## config.mk

```make
export PLATFORM = sky130hd
export DESIGN_NAME = flt_cmp_flat
export DESIGN_NICKNAME = d
export VERILOG_FILES = /design/src/rtl/flt_cmp_if.sv /design/src/rtl/flt_cmp.sv /design/src/flat_wrapper.sv
export SDC_FILE = /design/constraint.sdc
export NUM_CORES = 1
export LEC_CHECK = 0
export BUFFER_PORTS_ARGS = -buffer_cell sky130_fd_sc_hd__buf_2
export CELL_PAD_IN_SITES_DETAIL_PLACEMENT = 1
export CELL_PAD_IN_SITES_GLOBAL_PLACEMENT = 2
export CORE_ASPECT_RATIO = 0.8
export CORE_MARGIN = 5
export CORE_UTILIZATION = 23
export CTS_CLUSTER_DIAMETER = 30
export DETAILED_ROUTE_END_ITERATION = 10
export PLACE_DENSITY_LB_ADDON = 0.1
export SYNTH_ARGS = -nofsm -noshare
export SYNTH_HDL_FRONTEND = slang
export SYNTH_SLANG_ARGS = --single-unit
```

## constraint.sdc

```tcl
create_clock -name clk -period 1.44 [get_ports clk]
set_input_delay 0.288 -clock clk [delete_from_list [all_inputs] [get_ports clk]]
set_output_delay 0.288 -clock clk [all_outputs]
set_load 0.1 [all_outputs]
```

## src/rtl/flt_cmp_if.sv

```systemverilog
// flt_cmp_if - operand/result bundle for the binary32 less-than comparator.
//
// Signals:
//   in_valid   x1/x2 carry a compare request this cycle
//   x1, x2     binary32 operands {sign, exp[7:0], frac[22:0]}
//   out_valid  y/exception carry a registered result this cycle
//   y          1 iff x1 < x2 numerically
//   exception  1 iff either operand was NaN
//
// Modports:
//   master  requester side (drives operands, observes result)
//   slave   comparator side
interface flt_cmp_if;
  logic        in_valid;
  logic [31:0] x1;
  logic [31:0] x2;
  logic        out_valid;
  logic        y;
  logic        exception;

  modport master (
    output in_valid, x1, x2,
    input  out_valid, y, exception
  );

  modport slave (
    input  in_valid, x1, x2,
    output out_valid, y, exception
  );
endinterface

```

## src/rtl/flt_cmp.sv

```systemverilog
// flt_cmp - IEEE 754 binary32 less-than comparator, one-cycle latency.
//
// Evaluates y = (x1 < x2) with full IEEE ordering: +0 and -0 compare equal,
// subnormals are ordered exactly, infinities are the largest magnitudes and
// any NaN operand yields y=0 with exception=1. The compare is combinational
// from the operands; the only state is the output register.
//
// Ports:
//   clk   rising-edge clock
//   rstn  asynchronous active-low reset; clears out_valid, y and exception
//   bus   flt_cmp_if.slave: in_valid/x1/x2 in, out_valid/y/exception out
module flt_cmp (
  input  logic     clk,
  input  logic     rstn,
  flt_cmp_if.slave bus
);

  function automatic logic is_nan(input logic [31:0] v);
    return (v[30:23] == 8'hFF) && (v[22:0] != 23'd0);
  endfunction

  // With the sign bit removed, exponent-then-fraction forms a magnitude
  // that orders correctly as a plain unsigned integer for subnormals,
  // normals and infinities alike, so no unpacking is needed.
  function automatic logic flt_lt(input logic [31:0] a, input logic [31:0] b);
    logic both_zero;
    both_zero = (a[30:0] == 31'd0) && (b[30:0] == 31'd0);
    if (is_nan(a) || is_nan(b))
      return 1'b0;
    else if (both_zero)
      return 1'b0;
    else if (a[31] && !b[31])
      return 1'b1;
    else if (!a[31] && b[31])
      return 1'b0;
    else if (!a[31])
      return a[30:0] < b[30:0];
    else
      // Both negative: the larger magnitude is the smaller number.
      return a[30:0] > b[30:0];
  endfunction

  // Stage p0: combinational compare of the presented operands
  logic lt_p0;
  logic nan_p0;

  always_comb begin
    lt_p0  = flt_lt(bus.x1, bus.x2);
    nan_p0 = is_nan(bus.x1) || is_nan(bus.x2);
  end

  // Stage p1: output register; results hold while no request is captured
  logic vld_p1;
  logic lt_p1;
  logic nan_p1;

  always_ff @(posedge clk or negedge rstn) begin
    if (!rstn) begin
      vld_p1 <= 1'b0;
      lt_p1  <= 1'b0;
      nan_p1 <= 1'b0;
    end else begin
      vld_p1 <= bus.in_valid;
      if (bus.in_valid) begin
        lt_p1  <= lt_p0;
        nan_p1 <= nan_p0;
      end
    end
  end

  assign bus.out_valid = vld_p1;
  assign bus.y         = lt_p1;
  assign bus.exception = nan_p1;

endmodule

```

## src/flat_wrapper.sv

```systemverilog
// flat-port wrapper written by rule: the top's interface ports become plain ports
module flt_cmp_flat 
  (clk, rstn, bus_in_valid, bus_x1, bus_x2, bus_out_valid, bus_y, bus_exception);
  flt_cmp_if bus_i ();
  input  logic clk;
  input  logic rstn;
  input wire logic [$bits(bus_i.in_valid)-1:0] bus_in_valid;
  input wire logic [$bits(bus_i.x1)-1:0] bus_x1;
  input wire logic [$bits(bus_i.x2)-1:0] bus_x2;
  output wire logic [$bits(bus_i.out_valid)-1:0] bus_out_valid;
  output wire logic [$bits(bus_i.y)-1:0] bus_y;
  output wire logic [$bits(bus_i.exception)-1:0] bus_exception;
  assign bus_i.in_valid = bus_in_valid;
  assign bus_i.x1 = bus_x1;
  assign bus_i.x2 = bus_x2;
  assign bus_out_valid = bus_i.out_valid;
  assign bus_y = bus_i.y;
  assign bus_exception = bus_i.exception;
  flt_cmp u_core (.clk(clk), .rstn(rstn), .bus(bus_i));
endmodule
```

Word-level counts from Yosys, hierarchy flattened
Cells that the tools add are included.
Operators by class
  equal/unequal tests: 2
  order comparisons: 2
  multiplexer cells: 5
  reduce and logical (&&, ||, !) cells: 12
Operators with widths (number)
  $logic_not 31->1: 2
  $reduce_bool 23->1: 2
  $gt 31x31->1: 1
  $lt 31x31->1: 1
  $eq 8x8->1 const B: 2
  $logic_and 1x1->1: 5
  $mux 1: 5
  $logic_not 1->1: 2
  $logic_or 1x1->1: 1
Word-level totals
  input port bits: 67
  register bits: 3
  word-level logic and storage cells: 24

Logic depth before layout (Yosys ltp)
Gate-level depths: netlist of run 1.
  word-level depth: 6
  depth in mapped cells: 8

Least setup slack after synthesis of run 1
No wires, ideal clock.
  kind: input to register
  start point: in bus_x2[30]
  end point: reg u_core.lt_p1, in the netlist u_core.bus.y
  data required time: 1.314 ns
  path slack: -0.365 ns
  cell stages on the path: 8
  arrival: 1.678 ns
  cell sequence: inv_1 ha_1 and4_1 nand3_2 nand3b_4 or4_4 o21ai_2 a211oi_2
On the way
  longest elaborated chain between the ends: 6
RTL lines
  start: declaration: RTL line flat_wrapper.sv:9  | input wire logic [$bits(bus_i.x2)-1:0] bus_x2;
  $lt 31x31->1 or $gt 31x31->1 (tied branches): RTL line flt_cmp.sv:37, flt_cmp.sv:40
  $mux 1: RTL line flt_cmp.sv:36  | else if (!a[31])
  $mux 1: RTL line flt_cmp.sv:34  | else if (!a[31] && b[31])
  $mux 1: RTL line flt_cmp.sv:32  | else if (a[31] && !b[31])
  $mux 1: RTL line flt_cmp.sv:30  | else if (both_zero)
  $mux 1 *: RTL line flt_cmp.sv:28  | if (is_nan(a) || is_nan(b))
  end signal: assignment: RTL line flt_cmp.sv:65  | lt_p1 <= lt_p0;
  end: declaration: RTL line flt_cmp.sv:54  | logic lt_p1;
Mark *: on every way between the ends. The rest lies on a longest branch, timed or not.
A chain may end at the register's enable or synchronous reset.

Final worst setup path of run 1
  start point: in bus_x2[20]
  end point: reg u_core.lt_p1, in the netlist u_core.bus.y
The elaborated chain is that of the path after synthesis.

==> metrics.yaml, run 1 <==
outcome: "finished, violations left"
wl_per_cell_um: 15.33
crit_required_ns: 1.57
clk_latency_ns: 0.21
max_freq_ghz: 0.6235
syn-instance-count: 150
hold_class: "primary input to flop"
cp.arrival_ns: 1.73
place_ws_ns: -0.5239
avgSynthCellArea_um2: 7.399
antenna_left: 0
place_congestion: 0.8057
layout_common_cells: "buf_2, buf_4, ha_4, inv_1, inv_2"
rows: 22
power_leakage_nw: 1.120
grt_setup_unrepaired: "true"
dp_hpwl_um: 4206
synthToLayoutAreaGrowth_pct: 111.7
post-route-period-util_pct: 111.4
fin_crit_ns: 1.604
synth.yosys.seq_area_share_pct: 6.764
netlist_area_mm2: 0.001110
drv_slew: 0
gr-total-overflow: 0
grt_pass1_vias: 1677
setup_viol: 1
core_area_mm2: 0.004624
synth.area.top_cells: "ha_1, inv_1, nor4_1, dfrtp_1, a21oi_1"
antenna_found_initial: 0
final_layout_size_suffix_gt1_share_pct: 68.82
drcViolationCount: 0
drt-pass1-iter-count: 3
cp-end-kind: "flop"
slew_headroom_pct: 67.57
clkSlewWorstSetupHoldPaths_ns: 0.03
initial_utilization_pct: 24.00
via_per_inst: 4.746
worst_pin_slew_ns: 0.4898
pin_count: 70
netlist-cell-type-count: 30
io_buffers: 69
maxCapViolations: 0
finClkSkew_ns: 0
setup-tns-final_ns: -0.1639
cts_tree: "built"
crit_type: "primary input to flop"
peakVddDrop_mv: 0.2808
synth.net_count: 248
cts_max_level: 1
synth_seq_cells: 3
die_h_um: 72.13
die_x_um: 87.67
pwr_density_cell_mw_per_mm2: 441.1
drt_iter0_markers: 30
grt_usage_pct: 14.90
final_common_cell: "buf_2"
violations: "setup timing"
synth_top_cell_area_share_pct: 34.95
setup_ws_ns: -0.1639
ys.flop_type: "dfrtp_1"
num-fill-cells: 572
vias: 1533
synth_warnings: 0
cp_max_fo: 2
n_antenna_cell: 0
routed_wl_um: 4951
hold_violations: 0
synth-async-reset-ratio_pct: 100.0
synth_edf_count: 0
cts_num_sinks: 3
numCtsBuffers: 3
synth.largest_area_cell: "ha_1"
grt_pass1_wl_um: 7569
grt_max_degree: 6
fp.dieArea_mm2: 0.006323
startpoint_type: "primary input"
clk_path_buf_depth: 2
cts-root-buf: "clkbuf_8"
layout.nets: 362
repair_timing:
action                                  in CTS  in global routing
endpoints found under the setup margin       2                  2
setup buffers                                1                  2
hold buffers                                 1                  0
resized for setup                           26                 46
hold endpoints to repair                     3                  0
pin swaps                                   16                 24
cells in the mapped netlist (all sizes together), types with 3 or more instances:
master,n
ha,31
inv,31
nor4,14
a21oi,13
nand2,10
nand4,8
o21ai,6
nor2,5
and4,4
nand3,4
a21o,3
dfrtp,3
nor3,3
critical path, stage by stage:
cell      delay [ns]
buf_2           0.11
inv_2           0.05
ha_4            0.26
and4_4          0.24
buf_6           0.10
nand3b_4        0.07
buf_4           0.15
a21oi_4         0.12
buf_4           0.13
o21ai_2         0.05
a211oi_2        0.17
routing by layer:
metal / GRT usage, % / share of wire, %
met4: 2.044 / 0.48
met3: 1.930 / 5.3
met2: 25.33 / 48
met5: 0 / 0
met1: 20.51 / 47
path summary, 6_finish.rpt:
check / slack, ns / cells after the start / end / start
worst max-delay path: -0.16 / 11 / u_core.bus.y / bus_x2[20]
worst min-delay path: 0.25 / 1 / u_core.bus.out_valid / bus_in_valid
worst max register to register: 0.42 / 3 / u_core.bus.y / u_core.bus.y
worst min register to register: 0.53 / 2 / u_core.bus.exception / u_core.bus.exception
max in group asynchronous: 0.93 / 2 / u_core.bus.out_valid / rstn
min in group asynchronous: 0.40 / 2 / u_core.bus.y / rstn
through the flow:
step,instance area [µm²],hold slack [ns],util [%],cells,total power [mW]
after global placement,1894,0.08643,40.96,315,0.6036
after CTS,2096,0.2445,45.32,321,0.9287
after detailed placement,1894,0.08801,40.96,315,0.6269
final,2350,0.2497,50.81,323,1.037
after floorplan,1204,-0.007591,-,150,0.3442
after global routing,2350,0.2544,50.81,323,1.124
cell families (layout without fill, tap and decap cells):
kind of cell,count (synthesis),count (layout),synth area share (%)
compound gates,31,31,17.81
fa+ha+maj,31,31,34.95
buf+inv,31,144,10.48
flops,3,3,6.764
simple gates,54,54,29.99
power by group:
part / internal (mW) / switching, mW / total, mW
combinational: 0.350 / 0.349 / 0.699
sequential: 0.0924 / 0.00312 / 0.0955
clock: 0.189 / 0.0530 / 0.242
total: 0.631 / 0.405 / 1.04
flip-flops by register name, summed over array words and instances (netlist names):
name and cells:
u_core.bus.exception 1, u_core.bus.out_valid 1, u_core.bus.y 1
cell type report:
| cell class | count | area, µm² | area share, % |
|---|---|---|---|
| clock buffers | 4 | 45.04 | 1.917 |
| flip-flops and latches | 3 | 75.07 | 3.195 |
| multi-input cells | 116 | 1326 | 56.44 |
| inverters | 31 | 133.9 | 5.698 |
| repair buffers | 109 | 694.4 | 29.55 |
| well taps | 60 | 75.07 | 3.195 |
Note: power is estimated with default switching activity, not from simulation.
==> run 2: changes to the inputs <==
- CORE_UTILIZATION: 23 -> 24
- CTS_BUF_LIST: not set -> sky130_fd_sc_hd__clkbuf_8
==> run 2 against run 1 <==
  * The flow still finishes with violations (setup timing)
  * Cell area fell by 4.4%
  * Register-to-register slack improved by 0.02 ns
  * Die area decreased by 3.6%
  * Via count is 0.52% lower
  * Total power is 4.9% lower
  * Core utilization down 1.3 points
  * Worst hold slack got worse by 0.0094 ns
  * Largest cell class unchanged
  * Highest routed layer unchanged
==> metrics.yaml, run 2 (synthesis results as in run 1) <==
worstRegToRegCells: 3  # unchanged
cp_max_fo: 2  # unchanged
hold_path_depth: 1  # unchanged
hold-worst-slack_ns: 0.2403  # -0.009375 ns
cp-end-kind: "flop"
drt_iter0_markers: 24  # -20%
cts_num_sinks: 3  # unchanged
grt_pass1_vias: 1731  # +3.2%
grt_setup_unrepaired: "true"
maxCapViolations: 0  # unchanged
cts_tree: "built"
r2r-end: "u_core.bus.y"
clk_path_buf_depth: 2  # unchanged
rr_startpoint: "u_core.bus.y"
crit_type: "primary input to flop"
setup_ws_ns: -0.1499  # +0.01396 ns
peakVddDrop_mv: 0.1615  # -42%
fin_util_pct: 49.48  # -1.3 points
grt_max_degree: 6  # unchanged
hold_class: "primary input to flop"
holdPathEnd: "u_core.bus.out_valid"
fp.dieArea_mm2: 0.006093  # -3.6%
die_h_um: 70.82  # -1.8%
fin_cells: 321  # -0.62%
numCtsBuffers: 3  # unchanged
fin_crit_ns: 1.590  # -0.01396 ns
pin_count: 70  # unchanged
layout_common_cells: "buf_2, buf_4, inv_1, ha_4, ha_1"
power_leakage_nw: 1.116  # -0.30%
die_x_um: 86.03  # -1.9%
hp-start: "bus_in_valid"
gr-total-overflow: 0  # unchanged
startpoint_type: "primary input"
cts-root-buf: "clkbuf_8"
cts_max_level: 1  # unchanged
drv_slew: 0  # unchanged
initial_utilization_pct: 24.44  # +0.44 points
dp.cells: 315  # unchanged
ff2ff_setup_slack_ns: 0.44  # +0.02 ns
outcome: "finished, violations left"
n_antenna_cell: 0  # unchanged
antenna_left: 0  # unchanged
pwr_density_cell_mw_per_mm2: 438.5  # -0.60%
via_per_inst: 4.751  # about the same
place_congestion: 0.8807  # +9.3%
dp_hpwl_um: 4214  # +0.19%
layout.nets: 360  # -0.55%
synthToLayoutAreaGrowth_pct: 102.5
finClkSkew_ns: 0  # unchanged
setup_viol: 1  # unchanged
clkSlewWorstSetupHoldPaths_ns: 0.03  # about the same
violations: "setup timing"
hold_violations: 0  # unchanged
cp.arrival_ns: 1.69  # -0.04 ns
routed_wl_um: 4843  # -2.2%
final_layout_size_suffix_gt1_share_pct: 64.37  # -4.5 points
final_common_cell: "buf_2"
place_ws_ns: -0.5045  # +0.01934 ns
post_dp_cell_area_mm2: 0.001894  # unchanged
worst_pin_slew_ns: 0.4901  # +0.0003517 ns
rows: 22  # unchanged
io_buffers: 69  # unchanged
drt-pass1-iter-count: 2  # -1
antenna_found_initial: 0  # unchanged
wl_per_cell_um: 15.09  # -1.6%
crit_required_ns: 1.54  # -0.03 ns
slew_headroom_pct: 67.55  # about the same
drcViolationCount: 0  # unchanged
grt_usage_pct: 15.45  # +0.55 points
clk_latency_ns: 0.22  # about the same
grt_pass1_wl_um: 7721  # +2.0%
vias: 1525  # -0.52%
design_area_mm2: 0.002247  # -4.4%
max_freq_ghz: 0.6290  # +0.88%
post-route-period-util_pct: 110.4  # -0.97 points
core_area_mm2: 0.004542  # -1.8%
run 2: area by class of cell:
class	instances	area, µm²
clock buffer	3	41.29
inverter	31	138.9
timing repair buffer	107	691.9
clock inverter	1	3.754
tap	60	75.07
fill	563	2295
multi-input combinational	116	1221
sequential	3	75.07
run 2: worst max-delay path by stage:
stage / end / depth (start not counted) / start / slack, ns
floorplan: u_core.bus.y / 8 / bus_x2[29] / -0.20
global placement: u_core.bus.y / 8 / bus_x2[18] / -0.47
detailed placement: u_core.bus.y / 9 / bus_x2[18] / -0.50
CTS: u_core.bus.y / 9 / bus_x2[24] / -0.19
global route: u_core.bus.y / 9 / bus_x2[21] / -0.23
finish: u_core.bus.y / 8 / bus_x1[29] / -0.15
run 2: where the power goes:
| group | leakage, nW | internal, mW | switching (mW) | total, mW |
|---|---|---|---|---|
| Combinational | 1.05 | 0.324 | 0.325 | 0.649 |
| Sequential | 0.0364 | 0.0923 | 0.00308 | 0.0954 |
| Clock | 0.0269 | 0.182 | 0.0593 | 0.241 |
run 2: layer usage:
layer / wire (µm) / vias to the layer above / GRT usage [%]
li1: - / 784 / -
met1: 2081 / 700 / 18.85
met2: 2504 / 37 / 28.57
met3: 213 / 4 / 1.630
met4: 44 / 0 / 4.042
met5: 0 / - / 0
run 2: through the flow:
| step | setup TNS (ns) | power [mW] |
|---|---|---|
| after floorplan | -0.1964 | 0.3442 |
| after global placement | -0.8306 | 0.6003 |
| after detailed placement | -0.8175 | 0.6285 |
| after CTS | -0.1860 | 0.9131 |
| after global routing | -0.2945 | 1.077 |
| final | -0.1499 | 0.9853 |
run 2: critical path, stage by stage:
cell and delay (ns):
buf_2 0.12, ha_4 0.26, and4_4 0.22, nand3_2 0.06, nand3b_4 0.16, or4_4 0.42, o21ai_2 0.08, a211oi_2 0.08
run 2: repair_timing:
action                     in CTS  in global routing
buffers inserted                0                  1
pin swaps                       6                 27
setup endpoints to repair       2                  2
gates resized for setup        19                 46
hold endpoints to repair        3                  0
hold buffers                    1                  0
